File: config.mk
export PLATFORM = sky130hd
export DESIGN_NAME = uart_tx_stage
export DESIGN_NICKNAME = d
export VERILOG_FILES = /design/src/rtl/riscv_mmio_pkg.sv /design/src/rtl/sync_fifo.sv /design/src/rtl/uart_tx_stage.sv
export SDC_FILE = /design/constraint.sdc
export NUM_CORES = 1
export LEC_CHECK = 0
export CAP_MARGIN = 20
export CELL_PAD_IN_SITES_DETAIL_PLACEMENT = 1
export CELL_PAD_IN_SITES_GLOBAL_PLACEMENT = 1
export CORE_ASPECT_RATIO = 0.7
export CORE_MARGIN = 2
export CORE_UTILIZATION = 50
export CTS_CLUSTER_DIAMETER = 60
export DETAILED_ROUTE_END_ITERATION = 8
export PLACE_DENSITY_LB_ADDON = 0.08
export SLEW_MARGIN = 20
export SYNTH_ARGS = -nofsm -noshare
export SYNTH_HDL_FRONTEND = slang
export SYNTH_SLANG_ARGS = --single-unit
File: constraint.sdc
create_clock -name clk -period 9 [get_ports clk]
set_input_delay 1.8 -clock clk [delete_from_list [all_inputs] [get_ports clk]]
set_output_delay 1.8 -clock clk [all_outputs]
set_load 0.05 [all_outputs]
File: src/rtl/riscv_mmio_pkg.sv
// Memory-mapped I/O constants shared by the MEM stage, plus the UART
// transmitter state encoding.
package riscv_mmio_pkg;

    localparam logic [31:0] UART_TX_ADDR = 32'h2000_0000;
    localparam logic [31:0] DMEM_BASE    = 32'h1000_0000;
    localparam int unsigned DMEM_BYTES   = 131072;

    typedef enum logic [1:0] {
        ST_IDLE  = 2'd0,
        ST_START = 2'd1,
        ST_DATA  = 2'd2,
        ST_STOP  = 2'd3
    } uart_state_e;

endpackage

File: src/rtl/sync_fifo.sv
// Single-clock circular FIFO with wrap-bit pointers; full/empty/level are
// registered copies of the post-edge occupancy.
module sync_fifo #(
    parameter int DEPTH = 16,
    parameter int WIDTH = 8,
    parameter int LW    = $clog2(DEPTH + 1)
) (
    input  logic             clk,
    input  logic             rst_n,
    input  logic             push,
    input  logic [WIDTH-1:0] push_data,
    input  logic             pop,
    output logic [WIDTH-1:0] pop_data,
    output logic             full,
    output logic             empty,
    output logic [LW-1:0]    level
);
    localparam int AW = $clog2(DEPTH);
    localparam int PW = AW + 1;

    logic [WIDTH-1:0] r_mem [DEPTH];
    logic [PW-1:0]    r_wptr, r_rptr;
    logic             r_full, r_empty;
    logic [LW-1:0]    r_level;

    logic             w_push_ok, w_pop_ok;
    logic [PW-1:0]    w_wptr_nxt, w_rptr_nxt, w_diff_nxt;

    // A push is judged against the registered full flag only, so a pop on
    // the same edge never makes room for it.
    assign w_push_ok  = push && !r_full;
    assign w_pop_ok   = pop && !r_empty;
    assign w_wptr_nxt = r_wptr + PW'(w_push_ok);
    assign w_rptr_nxt = r_rptr + PW'(w_pop_ok);
    assign w_diff_nxt = w_wptr_nxt - w_rptr_nxt;

    always_ff @(posedge clk or negedge rst_n) begin
        if (!rst_n) begin
            r_wptr  <= '0;
            r_rptr  <= '0;
            r_full  <= 1'b0;
            r_empty <= 1'b1;
            r_level <= '0;
        end else begin
            r_wptr  <= w_wptr_nxt;
            r_rptr  <= w_rptr_nxt;
            r_full  <= (w_diff_nxt == PW'(DEPTH));
            r_empty <= (w_wptr_nxt == w_rptr_nxt);
            r_level <= LW'(w_diff_nxt);
        end
    end

    always_ff @(posedge clk) begin
        if (w_push_ok)
            r_mem[r_wptr[AW-1:0]] <= push_data;
    end

    assign pop_data = r_mem[r_rptr[AW-1:0]];
    assign full     = r_full;
    assign empty    = r_empty;
    assign level    = r_level;

endmodule

File: src/rtl/uart_tx_stage.sv
// UART TX for MEM-stage byte stores: FIFO-buffered 8N1 serialiser, LSB first,
// with a sticky overflow flag for stores that arrive while the FIFO is full.
module uart_tx_stage
    import riscv_mmio_pkg::*;
#(
    parameter int CLKS_PER_BIT = 868,
    parameter int FIFO_DEPTH   = 16
) (
    input  logic                             clk,
    input  logic                             rst_n,
    input  logic                             wr_en,
    input  logic [7:0]                       wr_data,
    output logic                             full,
    output logic                             empty,
    output logic [$clog2(FIFO_DEPTH+1)-1:0]  level,
    output logic                             busy,
    output logic                             overflow,
    input  logic                             ovf_clr,
    output logic                             tx
);
    localparam int BW = $clog2(CLKS_PER_BIT);
    localparam logic [BW-1:0] BAUD_MAX = BW'(CLKS_PER_BIT - 1);

    uart_state_e r_state;
    logic [BW-1:0] r_baud;
    logic [2:0]    r_bit;
    logic [7:0]    r_shift;
    logic          r_tx, r_ovf;

    logic          w_full, w_empty, w_pop, w_bit_end;
    logic [7:0]    w_head;

    assign w_bit_end = (r_baud == BAUD_MAX);
    // Pop when idle, or at the end of a stop bit so frames run back to back.
    assign w_pop = !w_empty &&
                   ((r_state == ST_IDLE) || (r_state == ST_STOP && w_bit_end));

    sync_fifo #(.DEPTH(FIFO_DEPTH), .WIDTH(8)) u_fifo (
        .clk       (clk),
        .rst_n     (rst_n),
        .push      (wr_en),
        .push_data (wr_data),
        .pop       (w_pop),
        .pop_data  (w_head),
        .full      (w_full),
        .empty     (w_empty),
        .level     (level)
    );

    always_ff @(posedge clk or negedge rst_n) begin
        if (!rst_n) begin
            r_state <= ST_IDLE;
            r_tx    <= 1'b1;
            r_baud  <= '0;
            r_bit   <= '0;
            r_shift <= '0;
        end else begin
            case (r_state)
                ST_IDLE: begin
                    r_tx <= 1'b1;
                    if (w_pop) begin
                        r_shift <= w_head;
                        r_tx    <= 1'b0;
                        r_baud  <= '0;
                        r_state <= ST_START;
                    end
                end
                ST_START: begin
                    if (w_bit_end) begin
                        r_baud  <= '0;
                        r_tx    <= r_shift[0];
                        r_bit   <= '0;
                        r_state <= ST_DATA;
                    end else begin
                        r_baud <= r_baud + BW'(1);
                    end
                end
                ST_DATA: begin
                    if (w_bit_end) begin
                        r_baud <= '0;
                        if (r_bit == 3'd7) begin
                            r_tx    <= 1'b1;
                            r_state <= ST_STOP;
                        end else begin
                            r_tx    <= r_shift[1];
                            r_shift <= {1'b0, r_shift[7:1]};
                            r_bit   <= r_bit + 3'd1;
                        end
                    end else begin
                        r_baud <= r_baud + BW'(1);
                    end
                end
                ST_STOP: begin
                    if (w_bit_end) begin
                        r_baud <= '0;
                        if (w_pop) begin
                            r_shift <= w_head;
                            r_tx    <= 1'b0;
                            r_state <= ST_START;
                        end else begin
                            r_state <= ST_IDLE;
                        end
                    end else begin
                        r_baud <= r_baud + BW'(1);
                    end
                end
                default: r_state <= ST_IDLE;
            endcase
        end
    end

    // A new overflow event beats a clear on the same edge.
    always_ff @(posedge clk or negedge rst_n) begin
        if (!rst_n)
            r_ovf <= 1'b0;
        else if (wr_en && w_full)
            r_ovf <= 1'b1;
        else if (ovf_clr)
            r_ovf <= 1'b0;
    end

    assign full     = w_full;
    assign empty    = w_empty;
    assign busy     = (r_state != ST_IDLE) || !w_empty;
    assign overflow = r_ovf;
    assign tx       = r_tx;

endmodule

==> results.json, run 1 <==
{
  "cp-start-kind": "flip-flop",
  "drt-initial-drc-count": 258,
  "skew_ns": 0.009800,
  "ys_seq_elements": 170,
  "antenna_found_initial": 0,
  "whs_ns": 0.4948,
  "synthMostInstantiatedCell": "edfxtp_1",
  "syn_inst": 441,
  "gr-usage-all-layers_pct": 22.06,
  "htreeDepth": 4,
  "antenna_cells": 0,
  "num_vias": 3934,
  "area_delta_synth_final_pct": 13.25,
  "yosys.area.top_type_share_pct": 52.98,
  "utilization_pct": 58.46,
  "synth_compound_area_share_pct": 7.382,
  "async_flop_share_pct": 24.71,
  "syn_avg_cell_area_sq_um": 16.45,
  "grt_start_max_net_pins": 43,
  "place_congestion": 0.7649,
  "grt_pass1_vias": 4307,
  "path_buf_inv": 3,
  "rsz0062_at_grt": "no",
  "initial_utilization_pct": 51.62,
  "ys.flop_type": "edfxtp_1",
  "tns_ns": 0,
  "synthXorXnorAreaFrac_pct": 1.397,
  "synth_edf_count": 128,
  "crit_required_ns": 7.20,
  "drt_pass1_iterations": 4,
  "synth-adder-area-share_pct": 3.208,
  "min_period_ns": 4.440,
  "gr-total-overflow": 0,
  "crit_type": "flip-flop to primary output",
  "synth_mux_area_share_pct": 11.35,
  "cts.path.max_buffers": 2,
  "synth_cell_types": 55,
  "drcViolationCount": 0,
  "clock-root-buffer": "clkbuf_16",
  "worstMarginPinSlew_ns": 1.088,
  "drive_above_1_share_pct": 15.93,
  "fp.coreArea_sq_um": 14050,
  "pin_count": 22,
  "slew_headroom_pct": 27.18,
  "finalCritPeriodShare_pct": 49.33,
  "final_max_slew_viol_count": 0,
  "cp_slowest_cell": "clkdlybuf4s50_1",
  "dpl_cell_area_sq_um": 7622,
  "cts_resized": 0,
  "worst_hold_path_type": "flip-flop to flip-flop",
  "cts_tree": "done",
  "crit_family": "buffers and inverters",
  "status": "finished clean",
  "hpwl_um": 10400,
  "synth_commonest_cells": "edfxtp_1, dfrtp_1, mux4_2",
  "power.leakage_nw": 2.918,
  "p_per_area_nw_per_um2": 253.9,
  "fin_area_sq_um": 8215,
  "ys_seq_area_share_pct": 67.51,
  "critPathMaxStageDelay_ns": 0.71,
  "die_x_um": 148.0,
  "yosysTopAreaCell": "edfxtp_1",
  "fin_nets": 494,
  "path_cells": "inv_1 > ha_1 > and2_1 > inv_1 > clkdlybuf4s50_1",
  "netlist_area_sq_um": 7254,
  "drtAntennaViolNets": 0,
  "arrival_ns": 2.64,
  "syn-num-nets": 471,
  "setup.worst_path.end_class": "primary output",
  "cts_buffers": 17,
  "synthTopCellsByArea": "edfxtp_1, dfrtp_1, mux4_2, mux4_1, ha_1",
  "cts_hold_buffers": 0,
  "die_area_sq_um": 15500,
  "fp.dieH_um": 104.8,
  "fmax_mhz": 225.2,
  "yosys_warnings": 0,
  "clock_latency_ns": 0.43,
  "synth-simple-area-share_pct": 6.502,
  "clock-sinks": 170,
  "p_total_mw": 2.086,
  "max-cap-violations": 0,
  "max-vdd-ir-drop_mv": 0.1836,
  "wl_per_cell_um": 23.69,
  "setup-violations-final": 0,
  "clkTransAtPathRegs_ns": 0.07,
  "post-cts-setup-buffers": 0,
  "grt_pass1_wl_um": 24980,
  "crit_top_cell": "inv_1",
  "num_rows": 36,
  "hold_viol_final": 0,
  "synth_top_family_by_area": "multiplexers",
  "fillerInstances": 1280,
  "crit_fanout": 12,
  "routed_via_density": 5.898,
  "drt-total-wl_um": 15800,
  "io_buffers": 21
}
==> per-stage QoR <==
stage | setup WS [ns] | std cells
after floorplan | 5.124 | 441
after global placement | 4.580 | 635
after detailed placement | 4.478 | 635
after CTS | 4.540 | 667
after global routing | 4.394 | 667
final | 4.560 | 667
==> worst register-to-register path, stage by stage (launching register included) <==
cell and delay, ns:
dfrtp_1 0.42, ha_1 0.28, nor4b_4 0.17, a41oi_1 0.45, nor2_1 0.10, ha_1 0.23, ha_1 0.30, inv_1 0.08
fa_1 0.46, a21o_1 0.20, a21oi_1 0.15, xnor3_1 0.26, a2111oi_2 0.36
==> sequential cells by signal, indices dropped and copies added, names as in the netlist <==
signal / flops
r_shift: 8
u_fifo.r_mem: 128
u_fifo.empty: 1
tx: 1
u_fifo.level: 5
u_fifo.r_rptr: 5
r_state: 2
r_bit: 3
r_baud: 10
u_fifo.full: 1
u_fifo.r_wptr: 5
overflow: 1
==> cells in the final DEF (no fill, tap or decap), types with 5 or more instances in the layout <==
cell type	Yosys	final
a211oi_1	7	7
nand2b_1	5	5
a21o_1	9	9
clkdlybuf4s50_1	0	20
dfrtp_1	40	38
nand3_1	11	11
a22o_1	5	5
mux4_1	9	9
nor2_1	20	20
o21ai_0	9	9
edfxtp_1	128	128
mux4_2	23	23
inv_1	20	20
xor2_1	6	6
nand2_1	20	20
a21oi_1	10	10
a31oi_1	9	9
clkbuf_16	0	17
a22oi_1	16	16
ha_1	17	17
==> report_power, final <==
| group | switching, mW | internal, mW |
|---|---|---|
| Sequential | 0.0481 | 0.944 |
| Combinational | 0.231 | 0.131 |
| Clock | 0.316 | 0.416 |
==> routing by layer <==
layer  track usage (%)  part of all wire, %  up-vias
met5                 0                    0        -
met4             6.259                 0.59        0
met3             4.629                  6.6       11
met2             33.00                   47       98
met1             33.09                   46     2049
li1                  -                    -     1776
==> layout make-up <==
class	count	area, sq um	area share (%)
Multi-Input combinational cell	230	2175	26.47
Clock inverter	14	163.9	1.995
Clock buffer	18	429.2	5.224
Tap cell	190	237.7	2.894
Timing Repair Buffer	25	235.2	2.863
Sequential cell	170	4900	59.64
Inverter	20	75.07	0.9138
==> path summary, 6_finish.rpt <==
check	depth (start not counted)	slack (ns)	start	endpoint
setup / recovery	5	4.56	r_state[0]	busy
hold / removal	1	0.49	r_baud[6]	r_baud[6]
setup reg to reg	12	5.43	r_baud[0]	u_fifo.full
hold reg to reg	1	0.49	r_baud[6]	r_baud[6]
max in group asynchronous	2	7.12	rst_n	u_fifo.r_rptr[0]
min in group asynchronous	2	1.45	rst_n	r_bit[0]
==> kinds of logic after synthesis <==
family,after synthesis
AO/OA/AOI/OAI,76
XOR/XNOR,10
adder cells (fa/ha/maj),18
buffers and inverters,41
flip-flops,170
multiplexers,38
AND/OR/NAND/NOR,88
(Power assumes the default switching activity.)
==> run 2: changes to the inputs <==
CORE_UTILIZATION = 47   (was 50)
clock period = 4.05 ns   (was 9 ns; I/O delays follow)
==> results.json, run 2 (same netlist as run 1, synthesis figures left out) <==
{
  "status": "finished clean",
  "clkTransAtPathRegs_ns": 0.06,
  "worstMarginPinSlew_ns": 1.068,
  "place_ws_ns": 0.5731,
  "min_period_ns": 3.507,
  "fin_nets": 499,
  "gr-usage-met2_pct": 29.21,
  "antenna_found_initial": 0,
  "finalCritPeriodShare_pct": 86.60,
  "grt_start_max_net_pins": 43,
  "drt-total-wl_um": 15240,
  "initial_utilization_pct": 48.67,
  "place_congestion": 0.7192,
  "io_buffers": 21,
  "num_rows": 37,
  "cts_tree": "done",
  "grt_pass1_wl_um": 24290,
  "die_x_um": 152.5,
  "fp.coreArea_sq_um": 14910,
  "fin_area_sq_um": 8278,
  "finalNonFillerCells": 677,
  "hpwl_um": 10070,
  "arrival_ns": 2.70,
  "pin_count": 22,
  "multi_input_area_sq_um": 2165,
  "clock-root-buffer": "clkbuf_16",
  "grt_busiest_layer": "met1",
  "drive_above_1_share_pct": 15.98,
  "whs_ns": 0.5037,
  "num_vias": 3896,
  "fp.dieH_um": 107.9,
  "power.leakage_nw": 2.963,
  "final_max_slew_viol_count": 0,
  "drt-initial-drc-count": 240,
  "rsz0062_at_grt": "no",
  "antenna_cells": 0,
  "cts_resized": 0,
  "setup-violations-final": 0,
  "mostFrequentLayoutCell": "edfxtp_1",
  "htreeDepth": 4,
  "skew_ns": 0.01191,
  "met1_usage_pct": 30.38,
  "utilization_pct": 55.53,
  "grt_use_met3_pct": 5.170,
  "max-cap-violations": 0,
  "crit_required_ns": 3.24,
  "area_delta_synth_final_pct": 14.11,
  "post-cts-setup-buffers": 0,
  "grt_pass1_vias": 4169,
  "setup_ws_ns": 0.5427,
  "setup.worst_path.end_class": "primary output",
  "drcViolationCount": 0,
  "clock_latency_ns": 0.43,
  "drtAntennaViolNets": 0,
  "gr-usage-all-layers_pct": 20.07,
  "p_per_area_nw_per_um2": 567.7,
  "gr-total-overflow": 0,
  "cts_hold_buffers": 0,
  "cts.path.max_buffers": 2,
  "tns_ns": 0,
  "drt_pass1_iterations": 4,
  "place_inst": 645,
  "wl_per_cell_um": 22.51,
  "routed_via_density": 5.755,
  "max-vdd-ir-drop_mv": 0.4245,
  "fmax_mhz": 285.1,
  "cts_buffers": 17,
  "p_total_mw": 4.700,
  "cp-start-kind": "flip-flop",
  "worst_hold_path_type": "flip-flop to flip-flop",
  "die_area_sq_um": 16460,
  "largest_reg_flops": 128,
  "dpl_cell_area_sq_um": 7655,
  "crit_type": "flip-flop to primary output",
  "crit_fanout": 12,
  "slew_headroom_pct": 28.45,
  "hold_viol_final": 0,
  "clock-sinks": 170,
  "regArea_sq_um": 4898,
  "final_cell_mix": "edfxtp_1, dfrtp_1, mux4_2",
  "fillerInstances": 1389
}
run 2: changes by cell type in the layout (fill, tap and decap cells not counted), moves of 2 or more:
cell        previous run  this run
buf_4                  4         9
bufinv_16              2         4
clkinvlp_4             3         1
nor3_1                 3         5
nor3_2                 2         0
run 2: layout make-up:
type	instances	share of cell area (%)
multi-input cells	230	26.15
inverters	20	0.9069
clock buffers	19	5.230
flip-flops and latches	170	59.17
clock inverters	13	2.297
well taps	195	2.947
repair buffers	30	3.295
run 2: worst paths after layout:
path / startpoint / to / slack (ns) / depth (start not counted)
max in group asynchronous: rst_n / u_fifo.r_rptr[0] / 2.82 / 1
max reg2reg: r_baud[0] / u_fifo.full / 0.60 / 12
max: r_state[0] / busy / 0.54 / 5
min in group asynchronous: rst_n / r_baud[5] / 0.54 / 1
min: r_baud[6] / r_baud[6] / 0.50 / 1
min reg2reg: r_baud[6] / r_baud[6] / 0.50 / 1
run 2: report_power, final:
| part | leakage (nW) | internal (mW) | switching (mW) |
|---|---|---|---|
| logic | 0.990 | 0.296 | 0.502 |
| registers | 1.67 | 2.10 | 0.0952 |
| clock network | 0.298 | 1.04 | 0.672 |
run 2: critical path: stages (launching register included):
cell and delay, ns:
dfrtp_1 0.42, inv_1 0.17, ha_1 0.36, and2_1 0.51, inv_1 0.10, clkdlybuf4s50_1 0.72
run 2: routing by layer:
metal	routed length (um)	part of all wire (%)
met1	7454	49
met2	6758	44
met3	917	6.0
met4	110	0.72
met5	0	0
==> run 3: changes to the inputs <==
ABC_CLOCK_PERIOD_IN_PS = 4050   (was default)
==> results of run 3 <==
No change in the layout: final DEF, timing and power equal those of run 2.
